## config.mk

```make
export PLATFORM = sky130hd
export DESIGN_NAME = game_stats_bcd
export DESIGN_NICKNAME = d
export VERILOG_FILES = /design/src/rtl/game_stats_bcd.sv
export SDC_FILE = /design/constraint.sdc
export NUM_CORES = 1
export LEC_CHECK = 0
export CAP_MARGIN = 0
export CORE_MARGIN = 2
export CORE_UTILIZATION = 45
export CTS_CLUSTER_DIAMETER = 40
export DETAILED_ROUTE_END_ITERATION = 8
export PLACE_DENSITY = 0.76
export SYNTH_ARGS = -nofsm -noshare
export SYNTH_HDL_FRONTEND = slang
export SYNTH_SLANG_ARGS = --single-unit
```

## constraint.sdc

```tcl
create_clock -name clk -period 11.34 [get_ports clk]
set_input_delay 3.402 -clock clk [delete_from_list [all_inputs] [get_ports clk]]
set_output_delay 3.402 -clock clk [all_outputs]
set_load 0.05 [all_outputs]
```

## src/rtl/game_stats_bcd.sv

```systemverilog
// Game-statistics accumulator for the status-text renderer.
// Keeps score, lines and level as 6-digit packed BCD; score scales with level by repeated BCD addition.
module game_stats_bcd #(
  parameter int LINES_PER_LEVEL = 10,
  parameter int START_LEVEL     = 0,
  parameter int MAX_LEVEL       = 29
) (
  input  logic        clk,
  input  logic        rst_n,
  input  logic        new_game_i,
  input  logic        lines_valid_i,
  input  logic [2:0]  lines_cnt_i,
  output logic        ready_o,
  output logic [23:0] score_o,
  output logic [23:0] lines_o,
  output logic [23:0] level_o,
  output logic        level_up_o
);

  typedef enum logic [1:0] {
    S_IDLE,
    S_ADD_LINES,
    S_ADD_SCORE,
    S_LVL_CHK
  } state_t;

  localparam logic [23:0] LP_START_BCD = {16'h0000, 4'(START_LEVEL / 10), 4'(START_LEVEL % 10)};
  localparam logic [6:0]  LP_START_BIN = 7'(START_LEVEL);
  localparam logic [6:0]  LP_MAX_BIN   = 7'(MAX_LEVEL);
  localparam logic [6:0]  LP_LPL       = 7'(LINES_PER_LEVEL);
  localparam logic [23:0] LP_BCD_MAX   = 24'h999999;

  // Per-digit carry-propagating add; a carry out of the top digit saturates.
  function automatic logic [23:0] bcd_add(input logic [23:0] a, input logic [23:0] b);
    logic [4:0]  d;
    logic        c;
    logic [23:0] s;
    c = 1'b0;
    s = '0;
    for (int i = 0; i < 6; i++) begin
      d = {1'b0, a[4*i +: 4]} + {1'b0, b[4*i +: 4]} + {4'b0000, c};
      if (d > 5'd9) begin
        d = d + 5'd6;
        c = 1'b1;
      end else begin
        c = 1'b0;
      end
      s[4*i +: 4] = d[3:0];
    end
    return c ? LP_BCD_MAX : s;
  endfunction

  state_t      r_state;
  state_t      w_state_next;
  logic [2:0]  r_n;
  logic [23:0] r_base;
  logic [6:0]  r_rep_cnt;
  logic [6:0]  r_level_bin;
  logic [6:0]  r_lines_acc;
  logic [23:0] r_score;
  logic [23:0] r_lines;
  logic [23:0] r_level;
  logic        r_ready;
  logic        r_level_up;

  logic [2:0]  w_n_clamp;
  logic [23:0] w_base;
  logic        w_accept;
  logic        w_lvl_wrap;
  logic        w_lvl_inc;
  logic [23:0] w_score_sum;
  logic [23:0] w_lines_sum;
  logic [23:0] w_level_sum;

  assign w_n_clamp   = (lines_cnt_i > 3'd4) ? 3'd4 : lines_cnt_i;
  assign w_accept    = lines_valid_i && r_ready && (w_n_clamp != 3'd0);
  assign w_lvl_wrap  = (r_lines_acc >= LP_LPL);
  assign w_lvl_inc   = w_lvl_wrap && (r_level_bin < LP_MAX_BIN);
  assign w_score_sum = bcd_add(r_score, r_base);
  assign w_lines_sum = bcd_add(r_lines, {21'h000000, r_n});
  assign w_level_sum = bcd_add(r_level, 24'h000001);

  // NOTE: every always_comb output gets a default first so no path leaves it unassigned (no latch).
  always_comb begin
    w_base = 24'h000000;
    case (w_n_clamp)
      3'd1:    w_base = 24'h000040;
      3'd2:    w_base = 24'h000100;
      3'd3:    w_base = 24'h000300;
      3'd4:    w_base = 24'h001200;
      default: w_base = 24'h000000;
    endcase
  end

  always_comb begin
    w_state_next = r_state;
    case (r_state)
      S_IDLE:      if (w_accept) w_state_next = S_ADD_LINES;
      S_ADD_LINES: w_state_next = S_ADD_SCORE;
      S_ADD_SCORE: if (r_rep_cnt == 7'd0) w_state_next = S_LVL_CHK;
      S_LVL_CHK:   w_state_next = S_IDLE;
      default:     w_state_next = S_IDLE;
    endcase
    if (new_game_i) w_state_next = S_IDLE;
  end

  // NOTE: sequential state uses non-blocking assignments so all registers update from pre-edge values.
  always_ff @(posedge clk or negedge rst_n) begin
    if (!rst_n) r_state <= S_IDLE;
    else        r_state <= w_state_next;
  end

  always_ff @(posedge clk or negedge rst_n) begin
    if (!rst_n) begin
      r_n         <= 3'd0;
      r_base      <= 24'h000000;
      r_rep_cnt   <= 7'd0;
      r_level_bin <= LP_START_BIN;
      r_lines_acc <= 7'd0;
      r_score     <= 24'h000000;
      r_lines     <= 24'h000000;
      r_level     <= LP_START_BCD;
      r_ready     <= 1'b1;
      r_level_up  <= 1'b0;
    end else if (new_game_i) begin
      r_n         <= 3'd0;
      r_base      <= 24'h000000;
      r_rep_cnt   <= 7'd0;
      r_level_bin <= LP_START_BIN;
      r_lines_acc <= 7'd0;
      r_score     <= 24'h000000;
      r_lines     <= 24'h000000;
      r_level     <= LP_START_BCD;
      r_ready     <= 1'b1;
      r_level_up  <= 1'b0;
    end else begin
      r_ready    <= (w_state_next == S_IDLE);
      r_level_up <= 1'b0;
      case (r_state)
        S_IDLE: begin
          if (w_accept) begin
            r_n    <= w_n_clamp;
            r_base <= w_base;
          end
        end
        S_ADD_LINES: begin
          r_lines     <= w_lines_sum;
          r_lines_acc <= r_lines_acc + {4'b0000, r_n};
          r_rep_cnt   <= r_level_bin;
        end
        S_ADD_SCORE: begin
          r_score <= w_score_sum;
          if (r_rep_cnt != 7'd0) r_rep_cnt <= r_rep_cnt - 7'd1;
        end
        S_LVL_CHK: begin
          // At MAX_LEVEL the accumulator still wraps; only the level and pulse are suppressed.
          if (w_lvl_wrap) begin
            r_lines_acc <= r_lines_acc - LP_LPL;
            if (w_lvl_inc) begin
              r_level_bin <= r_level_bin + 7'd1;
              r_level     <= w_level_sum;
              r_level_up  <= 1'b1;
            end
          end
        end
        default: ;
      endcase
    end
  end

  assign ready_o    = r_ready;
  assign score_o    = r_score;
  assign lines_o    = r_lines;
  assign level_o    = r_level;
  assign level_up_o = r_level_up;

endmodule

```

==> flow_summary_export.csv, run 1 <==
group,metric,value,unit
status,status,"complete, no violations",
clock_tree,clock_latency,0.36,ns
floorplanning,rows,47,
final_layout,diodes,0,
setup_path,start_kind,"flop",
synthesis,synth.area.top_cells,"dfrtp_1, ha_1, nor2_1, nand2_1, xnor2_1",
final_layout,layout-drive-gt1-share,0.0494,
setup_path,crit_type,"reg -> reg",
sta,final.setup.tns,0,ns
sta,grt_setup_unrepaired,"no",
final_layout,final_common_cell,"dfrtp_1",
synthesis,syn_nets,978,
power,netSwitchingFraction,0.398,
drt,ant_nets,0,
floorplanning,core,16600,sq um
clock_tree,cts_buffer_depth,2,
floorplanning,die_width,135,um
global_route,antenna_found_initial,0,
clock_tree,cts_sinks,104,
setup_path,critical_path.most_common_cell,"ha_1",
flow_run,max-cap-violations,0,
setup_path,slowest_delay,0.45,ns
global_route,grt_max_degree,74,
power,ir_drop,0.0927,mV
setup_path,crit_fanout,11,
final_layout,area_growth,16.1,%
clock_tree,cts_root_buf,"clkbuf_16",
final_layout,multiInputGateArea,4700,sq um
power,power_density,146,nW/um^2
setup_path,endpoint,"level_o[6]",
clock_tree,cts_setup_buffers,0,
power,p_leak,3.69,nW
power,power_frac_comb,0.387,
global_route,grt_pass1_wl,30200,um
drt,drc,0,
setup_path,cp_slowest_cell,"dfrtp_1",
clock_tree,cts_buffers,9,
final_layout,nFillCells,1518,
synthesis,yosysUniqueCellTypes,73,
synthesis,synth_top_cell_by_area,"dfrtp_1",
place,portBuffers,80,
sta,fmax,96.1,MHz
power,p_clk_frac,0.248,
power,internal_power,0.785,mW
place,hpwl,12400,um
clock_tree,h-tree-depth,3,
clock_tree,clk_pin_slew,0.07,ns
global_route,grt_pass1_vias,6048,
drt,first_iter_violations,439,
sta,tightest_slew,0.971,ns
floorplanning,die_y,135,um
power,power.net_switching,0.520,mW
synthesis,syn_area_per_cell,8.53,sq um
power,power,1.31,mW
setup_path,cp.arrival,10.67,ns
setup_path,crit_cells,44,
synthesis,syn_area,7680,sq um
final_layout,nets,1025,
synthesis,synthCells,900,
sta,finalSetupViolations,0,
floorplanning,io_pins,81,
final_layout,fin_util,0.535,
setup_path,crit_buf_inv,0,
clock_tree,holdBufCountCts,0,
global_route,grt_usage,0.203,
drt,detail_route.first_pass.iterations,5,
synthesis,synth-edff-count,0,
sta,maxSlewViolCount,0,
setup_path,critPathLaunch,"level_o[1]",
drt,vias,6739,
floorplanning,dieArea,18100,sq um
hold_path,min_path_type,"reg -> reg",
synthesis,synth_top_area_frac,0.336,
floorplanning,start_util,0.461,
place,place_congestion,0.870,
synthesis,synthArstFlopShare,1.00,
sta,fin_worst_skew,0.00646,ns
global_route,overflow,0,
clock_tree,cts_tree,"done",
setup_path,timing.rr.start,"level_o[1]",
power,pwr-share-seq,0.365,
setup_path,worstRegToRegCells,44,
sta,hold_violations,0,
synthesis,ys_seq_area_frac,0.339,
sta,max_slew_margin,0.347,
drt,routedWlPerCell,15.3,um
setup_path,rr_endpoint,"level_o[6]",
drt,wirelength,18000,um
synthesis,ys.flop_type,"dfrtp_1",
setup_path,crit_required,11.61,ns
synthesis,ys_seq_elements,104,
final_layout,final_cell_mix,"dfrtp_1, nor2_1, nand2_1",
sta,timing.final.crit_period,10.40,ns
sta,min_period_over_period,0.917,
final_layout,regArea,2600,sq um
synthesis,yosys_warnings,0,
drt,via_per_inst,5.75,
setup_path,crit_family,"adder cells",
setup_path,r2r_setup_slack,0.94,ns
setup_path,crit_path_end_kind,"flop",
clock_tree,postCtsResizedCells,0,
-- synth_stat cells, types with 5 or more instances --
library cell and count:
a211oi_1 16, mux2i_1 15, a21o_1 5, inv_1 51, nor2b_1 20, a31oi_1 9
o22ai_1 24, nand3_1 16, a21boi_0 8, a22o_1 14, nor3b_1 5, nand3b_1 8
fa_1 5, nor3_1 18, ha_1 66, a22oi_1 10, and3_1 6, o32ai_1 5
dfrtp_1 103, nand2_1 86, a21oi_1 61, nor2_1 95, o21ai_0 56, o211ai_1 9
nand2b_1 9, o31ai_1 11, clkbuf_1 39, xnor2_1 35, nand4_1 6, xor2_1 9
buf_2 5
-- per-stage QoR --
stage,setup slack (ns),hold WS (ns),area (sq um),cells
detailed placement,0.566,0.526,8580,1156
global route,0.0961,0.563,8910,1172
CTS,0.523,0.536,8890,1172
finish,0.939,0.534,8910,1172
global placement,1.04,0.514,8580,1156
floorplan,1.66,0.487,7680,900
-- layer usage --
layer | GRT usage | vias up | wire length [um]
li1 | - | 3325 | -
met1 | 0.282 | 3249 | 8450
met2 | 0.327 | 149 | 8480
met3 | 0.0413 | 16 | 852
met4 | 0.0485 | 0 | 178
met5 | 0 | - | 0
-- worst min path at each step --
stage / from / endpoint / slack [ns] / cells after the start
2_1_floorplan: r_base[6] / r_base[6] / 0.49 / 2
3_3_place_gp: lines_o[13] / lines_o[13] / 0.51 / 2
3_5_place_dp: r_base[8] / r_base[8] / 0.53 / 2
4_1_cts: r_base[8] / r_base[8] / 0.54 / 2
5_1_grt: r_base[8] / r_base[8] / 0.56 / 2
6_report: r_base[8] / r_base[8] / 0.53 / 2
-- cell type report --
class / count / area share
timing repair buffer: 85 / 0.0932
inverter: 51 / 0.0215
multi-input combinational: 696 / 0.528
tap: 220 / 0.0309
clock buffer: 11 / 0.0284
sequential: 104 / 0.292
clock inverter: 5 / 0.00618
-- power groups by stage --
stage          registers, mW  logic (mW)  clock network (mW)
3_5_place_dp           0.481       0.503                   0
5_1_grt                0.485       0.556               0.348
2_1_floorplan          0.563       0.284                   0
6_report               0.476       0.505               0.324
4_1_cts                0.475       0.507               0.334
3_3_place_gp           0.480       0.495                   0
-- kinds of logic (layout without fill, tap and decap cells) --
| family | count (synthesis) | in the layout | synth area share |
|---|---|---|---|
| buf+inv | 100 | 152 | 0.0512 |
| xor+xnor | 44 | 44 | 0.0502 |
| fa+ha+maj | 71 | 71 | 0.121 |
| mux | 19 | 19 | 0.0254 |
| simple gates | 301 | 301 | 0.191 |
| flops | 104 | 104 | 0.339 |
| compound gates | 261 | 261 | 0.222 |
-- tightest hold or removal path, cell delays in order, from the launching register on --
cell and delay (ns):
dfrtp_1 0.38, nand2_1 0.06, a21oi_1 0.05
-- sequential cells by signal, indices dropped and copies added (netlist names) --
signal / flops
level_o: 24
level_up_o: 1
lines_o: 24
r_base: 4
r_level_bin: 7
r_lines_acc: 7
r_n: 3
r_rep_cnt: 7
r_state: 2
ready_o: 1
score_o: 24
Note: power is estimated with default switching activity, not from simulation.
==> run 2, diff against run 1 <==
Settings changed: CORE_UTILIZATION 45 to 39, PLACE_DENSITY 0.76 to 0.69.
==> run 2 against run 1 <==
Sequential share of layout area down 0.18 points. Clock power is 4% higher. Die area increased by 15%. Register-to-register slack hardly changed. First-iteration DRC count is 18% higher.
==> flow_summary_export.csv, run 2 (synthesized netlist as in run 1, its figures left out) <==
group,metric,value,unit
status,status,"complete, no violations",
drt,via_per_inst,5.53,
setup_path,cp.arrival,10.67,ns
sta,final.setup.tns,0,ns
hold_path,min_path_type,"reg -> reg",
sta,fmax,96.2,MHz
power,p_clk_frac,0.255,
flow_run,max-cap-violations,0,
hold_path,whs_path_depth,2,
drt,ant_nets,0,
hold_path,min_from,"lines_o[9]",
final_layout,final_cell_mix,"dfrtp_1, nor2_1, nand2_1",
floorplanning,dieArea,20800,sq um
setup_path,cp_slowest_cell,"dfrtp_1",
clock_tree,cts_buffer_depth,2,
drt,met2_length,8710,um
setup_path,timing.rr.start,"level_o[1]",
drt,m1WireLength,8540,um
clock_tree,cts_tree,"done",
floorplanning,core,19400,sq um
sta,hold_violations,0,
sta,holdWs,0.535,ns
setup_path,critical_path.most_common_cell,"ha_1",
clock_tree,clock_latency,0.36,ns
power,p_leak,3.69,nW
final_layout,layout-drive-gt1-share,0.0483,
clock_tree,h-tree-depth,3,
floorplanning,die_y,144,um
power,power_density,148,nW/um^2
sta,finalSetupViolations,0,
drt,routedWlPerCell,15.1,um
clock_tree,cts_root_buf,"clkbuf_16",
final_layout,final_common_cell,"dfrtp_1",
floorplanning,io_pins,81,
global_route,grt_usage,0.184,
place,place_congestion,0.878,
final_layout,regArea,2600,sq um
final_layout,multiInputGateArea,4680,sq um
final_layout,diodes,0,
final_layout,area_growth,16.8,%
global_route,grt_max_degree,67,
power,power_frac_comb,0.385,
final_layout,nets,1026,
global_route,grt_pass1_wl,31200,um
sta,maxSlewViolCount,0,
setup_path,rr_endpoint,"level_o[6]",
global_route,antenna_found_initial,0,
clock_tree,cts_sinks,104,
sta,tightest_slew,1.13,ns
power,pwr-share-seq,0.360,
clock_tree,postCtsResizedCells,0,
sta,fin_worst_skew,0.0101,ns
drt,met3WireLength,1020,um
sta,grt_setup_unrepaired,"no",
place,hpwl,12800,um
drt,first_iter_violations,516,
power,internal_power,0.796,mW
setup_path,crit_type,"reg -> reg",
setup_path,slowest_delay,0.44,ns
hold_path,min_to,"lines_o[9]",
setup_path,worstRegToRegCells,45,
power,netSwitchingFraction,0.399,
power,ir_drop,0.0929,mV
final_layout,nFillCells,1896,
sta,timing.final.crit_period,10.40,ns
floorplanning,rows,51,
sta,min_period_over_period,0.917,
setup_path,r2r_setup_slack,0.94,ns
drt,vias,6740,
drt,drc,0,
power,power.net_switching,0.529,mW
clock_tree,cts_buffers,9,
power,power,1.32,mW
floorplanning,start_util,0.396,
place,portBuffers,80,
drt,highest_layer,"met4",
setup_path,crit_required,11.61,ns
clock_tree,cts_setup_buffers,0,
global_route,overflow,0,
setup_path,crit_path_end_kind,"flop",
setup_path,crit_fanout,11,
clock_tree,clk_pin_slew,0.08,ns
clock_tree,holdBufCountCts,0,
drt,wirelength,18400,um
floorplanning,die_width,144,um
drt,detail_route.first_pass.iterations,7,
sta,max_slew_margin,0.244,
setup_path,start_kind,"flop",
global_route,grt_pass1_vias,6243,
## run 2: changes by cell type in the layout (fill, tap and decap cells not counted), sizes merged
| cell | change |
|---|---|
| clkbuf | -2 |
| buf | +1 |
| bufinv | +1 |
| clkinvlp | +1 |
## run 2: metrics by stage
step / setup slack (ns) / instances / util / area, sq um
after CTS: 0.995 / 1218 / 0.462 / 8970
after floorplan: 1.66 / 900 / - / 7680
final: 0.943 / 1218 / 0.462 / 8970
after global placement: 1.47 / 1202 / 0.446 / 8650
after global routing: 0.0102 / 1218 / 0.462 / 8970
after detailed placement: 0.982 / 1202 / 0.446 / 8650
## run 2: layout make-up
cell class,instances,area share
multi-input combinational,696,0.522
sequential,104,0.290
timing repair buffer,86,0.0935
tap,265,0.0370
clock buffer,9,0.0251
inverter,51,0.0213
clock inverter,7,0.0107
## run 2: how the worst max path moves through the flow
stage,startpoint,to,slack (ns)
3_3_place_gp,level_o[0],level_o[6],1.47
5_1_grt,level_o[0],level_o[6],0.01
4_1_cts,level_o[1],level_o[6],0.99
3_5_place_dp,level_o[0],level_o[6],0.98
2_1_floorplan,level_o[0],level_o[19],1.66
6_report,level_o[1],level_o[6],0.94
## run 2: critical path: cells and delay by family, from the launching register on
kind                       cells  cell delay (ns)
AOI/OAI and AO/OA             14             2.95
xor gates and xnor gates       5             1.45
adders and majority gates     16             4.04
buffers and inverters          1             0.20
DFF                            1             0.44
and+or+nand+nor                9             1.18
## run 2: power by group through the flow
stage / clock network (mW) / registers, mW / logic, mW
2_1_floorplan: 0 / 0.563 / 0.284
3_5_place_dp: 0 / 0.483 / 0.506
6_report: 0.338 / 0.477 / 0.510
4_1_cts: 0.349 / 0.476 / 0.512
3_3_place_gp: 0 / 0.482 / 0.498
5_1_grt: 0.364 / 0.485 / 0.559
## run 2: metal layers
layer / GRT usage / up-vias
met4: 0.0307 / 0
met5: 0 / -
met2: 0.304 / 175
met1: 0.252 / 3230
met3: 0.0394 / 13
li1: - / 3322
==> variant 1 (config.mk and constraints of run 2) <==
Put one more register stage on the output `level_o`. The value now appears one clock later. The other outputs are not delayed to match.
--- a/src/rtl/game_stats_bcd.sv
+++ b/src/rtl/game_stats_bcd.sv
@@ -172,5 +172,7 @@
   assign score_o    = r_score;
   assign lines_o    = r_lines;
-  assign level_o    = r_level;
+  always_ff @(posedge clk) begin
+    level_o <= r_level;
+  end
   assign level_up_o = r_level_up;
 
Formal check against the unedited RTL: no difference found for any inputs over 10 cycles, from zero or initial values and one cycle with rst_n low; that may be too few to reach the edited logic, so the function may still have changed.
==> variant 1 against run 2 <==
  * Critical path depth down 6
  * Sequential share of layout area up 1.4 points
  * Synthesized cell count up 4.8%
  * Worst setup slack worse by 0.12 ns
  * Synthesized area up 12%
  * Combinational power down 15%
  * Sequential power up 14%
  * Wire length up 6.6%
  * Sequential cell count up 24
  * Design area up 13%
  * Via count up 6.4%
  * Fmax down 1.1%
  * Global-route usage down 1.1 points
  * Power up 14%
  * Critical endpoint is now r_level[14]$_DFFE_PN0P_
  * Largest power group is now registers
==> variant 1: results <==
set metrics [dict create \
    holdPathEnd "level_o[12]$_DFF_P_" \
    synth_nets 1021 \
    grt_pass1_wl_mm 33.3 \
    reg2reg_depth 39 \
    place_congestion 0.881 \
    grt_use_total_pct 17.2 \
    cts_max_level 4 \
    worstSkewPairLatency_ns 0.42 \
    fill_cells 2040 \
    yosysSeqAreaShare_pct 36.0 \
    grt_max_degree 63 \
    hp-start "r_level[12]$_DFFE_PN0P_" \
    status "complete, no violations" \
    first_global_vias 6719 \
    dr_wl_met3_um 779 \
    pre_cts_slack_ns 0.589 \
    p_leak_nw 4.20 \
    via_per_inst 5.53 \
    setup_slack_ns 0.823 \
    p_comb_share_pct 28.8 \
    drt-initial-drc-count 440 \
    use_met1_pct 23.5 \
    startpoint "r_level[0]$_DFFE_PN0P_" \
    ir_drop_v 0.000108 \
    cpMaxStageDelayCell "o211ai_1" \
    crit_fanout 9 \
    finalNetCount 1081 \
    fin_skew_ns 0.00799 \
    r2r_end "r_level[14]$_DFFE_PN0P_" \
    clockPowerShare_pct 35.1 \
    wl_met1_mm 9.64 \
    wl_per_cell_um 15.2 \
    p_int_mw 0.983 \
    yosys-top-cells-area "dfrtp_1, ha_1, dfxtp_1" \
    synthArstFlopShare_pct 81.3 \
    cts-buffers-inserted 17 \
    hpwl_mm 13.5 \
    first_pass_iters 5 \
    worstPathArrival_ns 10.83 \
    worst_pin_slew_ns 0.939 \
    cts.clk_slew.worst_paths_ns 0.06 \
    drive_above_1_share_pct 6.99 \
    yosys-top-cells-count "dfrtp_1, nor2_1, nand2_1, ha_1, o21ai_0" \
]
==> variant 1: changes by cell type after synthesis, moves of 7 or more <==
cell      before  now
nand2_1       86   72
o22ai_1       24    4
dfxtp_1        0   24
a21oi_1       61   49
a22oi_1       10    3
o21a_1         1    8
a21boi_0       8    0
nand2b_1       9   20
==> variant 1: worst register-to-register path: cells and delay by family, from the launching register on <==
kind / cells / cell delay (ns)
simple gates: 4 / 0.47
flops: 1 / 0.46
buf+inv: 1 / 0.06
xor+xnor: 5 / 1.51
compound gates: 13 / 3.70
fa+ha+maj: 16 / 4.25
==> variant 1: cell families (layout without fill, tap and decap cells) <==
family	Yosys count	after routing	share of synthesized area [%]
AOI/OAI and AO/OA	269	269	22.3
xor gates and xnor gates	36	36	3.68
adders and majority gates	71	71	10.8
buffers and inverters	93	166	4.32
DFF	128	128	36.0
muxes	23	23	2.80
and+or+nand+nor	323	323	20.1
==> variant 1: what timing repair did <==
item | 4_1_cts | 5_1_grt
endpoints found under the setup margin | 0 | 22
resized for setup | 0 | 2
hold buffers | 0 | 0
hold endpoints to repair | 0 | 0
==> variant 1: cell type report <==
class	count	share of cell area, %
clock inverter	6	0.840
clock buffer	26	4.63
timing repair buffer	85	8.20
multi-input combinational	722	50.6
tap	280	3.46
inverter	49	1.82
sequential	128	30.4
==> variant 1: stage by stage <==
stage	instances	power [mW]	utilization (%)	hold slack [ns]	instance area [µm²]
2_1_floorplan	943	0.862	-	0.374	8570
6_report	1296	1.51	46.7	0.427	10100
3_3_place_gp	1264	0.977	44.1	0.425	9570
5_1_grt	1296	1.60	46.7	0.443	10100
3_5_place_dp	1264	0.986	44.1	0.420	9570
4_1_cts	1296	1.52	46.7	0.431	10100
==> variant 2 (config.mk and constraints of run 2) <==
Made on the original files. Set the localparam `LP_BCD_MAX` to 24'h800000 (it was 24'h999999).
--- a/src/rtl/game_stats_bcd.sv
+++ b/src/rtl/game_stats_bcd.sv
@@ -29,5 +29,5 @@
   localparam logic [6:0]  LP_MAX_BIN   = 7'(MAX_LEVEL);
   localparam logic [6:0]  LP_LPL       = 7'(LINES_PER_LEVEL);
-  localparam logic [23:0] LP_BCD_MAX   = 24'h999999;
+  localparam logic [23:0] LP_BCD_MAX   = 24'h800000;
 
   // Per-digit carry-propagating add; a carry out of the top digit saturates.
Behaviour: no difference found for any inputs over 10 cycles, from zero or initial values and one cycle with rst_n low; that may be too few to reach the edited logic, so the function may still have changed.
==> variant 2 against run 2 <==
  * Wire length down 11%
  * Worst setup slack worse by 0.11 ns
  * Count of clock-buffer cells in the layout up 1
  * Hold slack worse by 0.0091 ns
  * Fmax down 1.1%
  * Clock skew down 0.00092 ns
  * Final cell count down 8.2%
  * Sequential cell count down 1
  * Design area down 3.4%
  * Synthesized area down 3.8%
  * Largest cell class unchanged
Power is not compared: it rests on default switching activity, and its combinational part moved more than twofold at a synthesized area within 25%.
==> variant 2: results <==
set metrics [dict create \
    status "complete, no violations" \
    p_switching_mw 0.313 \
    ir_drop_v 0.0000793 \
    routed-via-count 6176 \
    whs_ns 0.526 \
    r2r_slack_ns 0.83 \
    root_buffer "clkbuf_16" \
    portBuffers 79 \
    wl_per_cell_um 14.7 \
    yosys-top-cells-area "dfrtp_1, ha_1, xnor2_1" \
    place_congestion 0.870 \
    grt_max_degree 73 \
    yosysSeqAreaShare_pct 34.9 \
    grt_pass1_wl_mm 27.8 \
    globalRouteOverflowTotal 0 \
    grt_use_total_pct 16.7 \
    r2r_end "level_o[3]$_DFFE_PN0P_" \
    worstPathArrival_ns 10.80 \
    first_global_vias 5854 \
    yosys-top-cells-count "dfrtp_1, nand2_1, ha_1, nor2_1, o21ai_0" \
    holdPathEnd "r_base[6]$_DFFE_PN0P_" \
    hp-start "r_base[6]$_DFFE_PN0P_" \
    synthArstFlopShare_pct 100 \
    whs_path_depth 2 \
    synthFlopType "dfrtp_1" \
    fin_skew_ns 0.00920 \
    slew_headroom_pct 20.8 \
    ys_types 65 \
    drive_above_1_share_pct 5.54 \
    drt-initial-drc-count 307 \
    synth_nets 898 \
    crit_fanout 25 \
    reg2reg_depth 47 \
    first_pass_iters 5 \
    hpwl_mm 11.4 \
    finalNetCount 957 \
    crit_family "adder cells" \
    clockPowerShare_pct 34.3 \
]
variant 2: cells by family after synthesis:
group	Yosys count	synth area share, %
fa+ha+maj	71	12.5
other cells	1	0.0508
mux	20	2.75
flops	103	34.9
simple gates	239	16.2
xor+xnor	48	5.69
compound gates	249	23.1
buf+inv	89	4.78
variant 2: final cells by class:
cell class | instances | area [µm²]
fill | 1788 | 9980
inverter | 52 | 195
sequential | 103 | 2580
timing repair buffer | 85 | 828
multi-input combinational | 628 | 4460
clock inverter | 6 | 76.3
tap | 234 | 293
clock buffer | 10 | 229
variant 2: through the flow:
| stage | cell area (µm²) | power, mW | instances |
|---|---|---|---|
| finish | 8660 | 0.951 | 1118 |
| global route | 8660 | 1.01 | 1118 |
| CTS | 8650 | 0.965 | 1118 |
| detailed placement | 8350 | 0.632 | 1102 |
| global placement | 8350 | 0.629 | 1102 |
| floorplan | 7380 | 0.569 | 820 |
variant 2: worst max path at each step:
stage	slack, ns	cells after the start	to	from
2_1_floorplan	1.52	47	level_o[11]$_DFFE_PN0P_	level_o[1]$_DFFE_PN0P_
3_3_place_gp	1.22	48	level_o[3]$_DFFE_PN0P_	level_o[1]$_DFFE_PN0P_
3_5_place_dp	0.83	48	level_o[3]$_DFFE_PN0P_	level_o[1]$_DFFE_PN0P_
4_1_cts	0.75	47	level_o[3]$_DFFE_PN0P_	level_o[1]$_DFFE_PN0P_
5_1_grt	0.01	47	level_o[3]$_DFFE_PN0P_	level_o[1]$_DFFE_PN0P_
6_report	0.83	47	level_o[3]$_DFFE_PN0P_	level_o[1]$_DFFE_PN0P_
variant 2: per-layer routing:
metal / vias to the layer above / track usage, % / share of wire (%)
met2: 125 / 27.0 / 47
met3: 20 / 3.51 / 3.8
met1: 2948 / 22.6 / 48
li1: 3083 / - / -
met4: 0 / 5.32 / 1.3
met5: - / 0 / 0
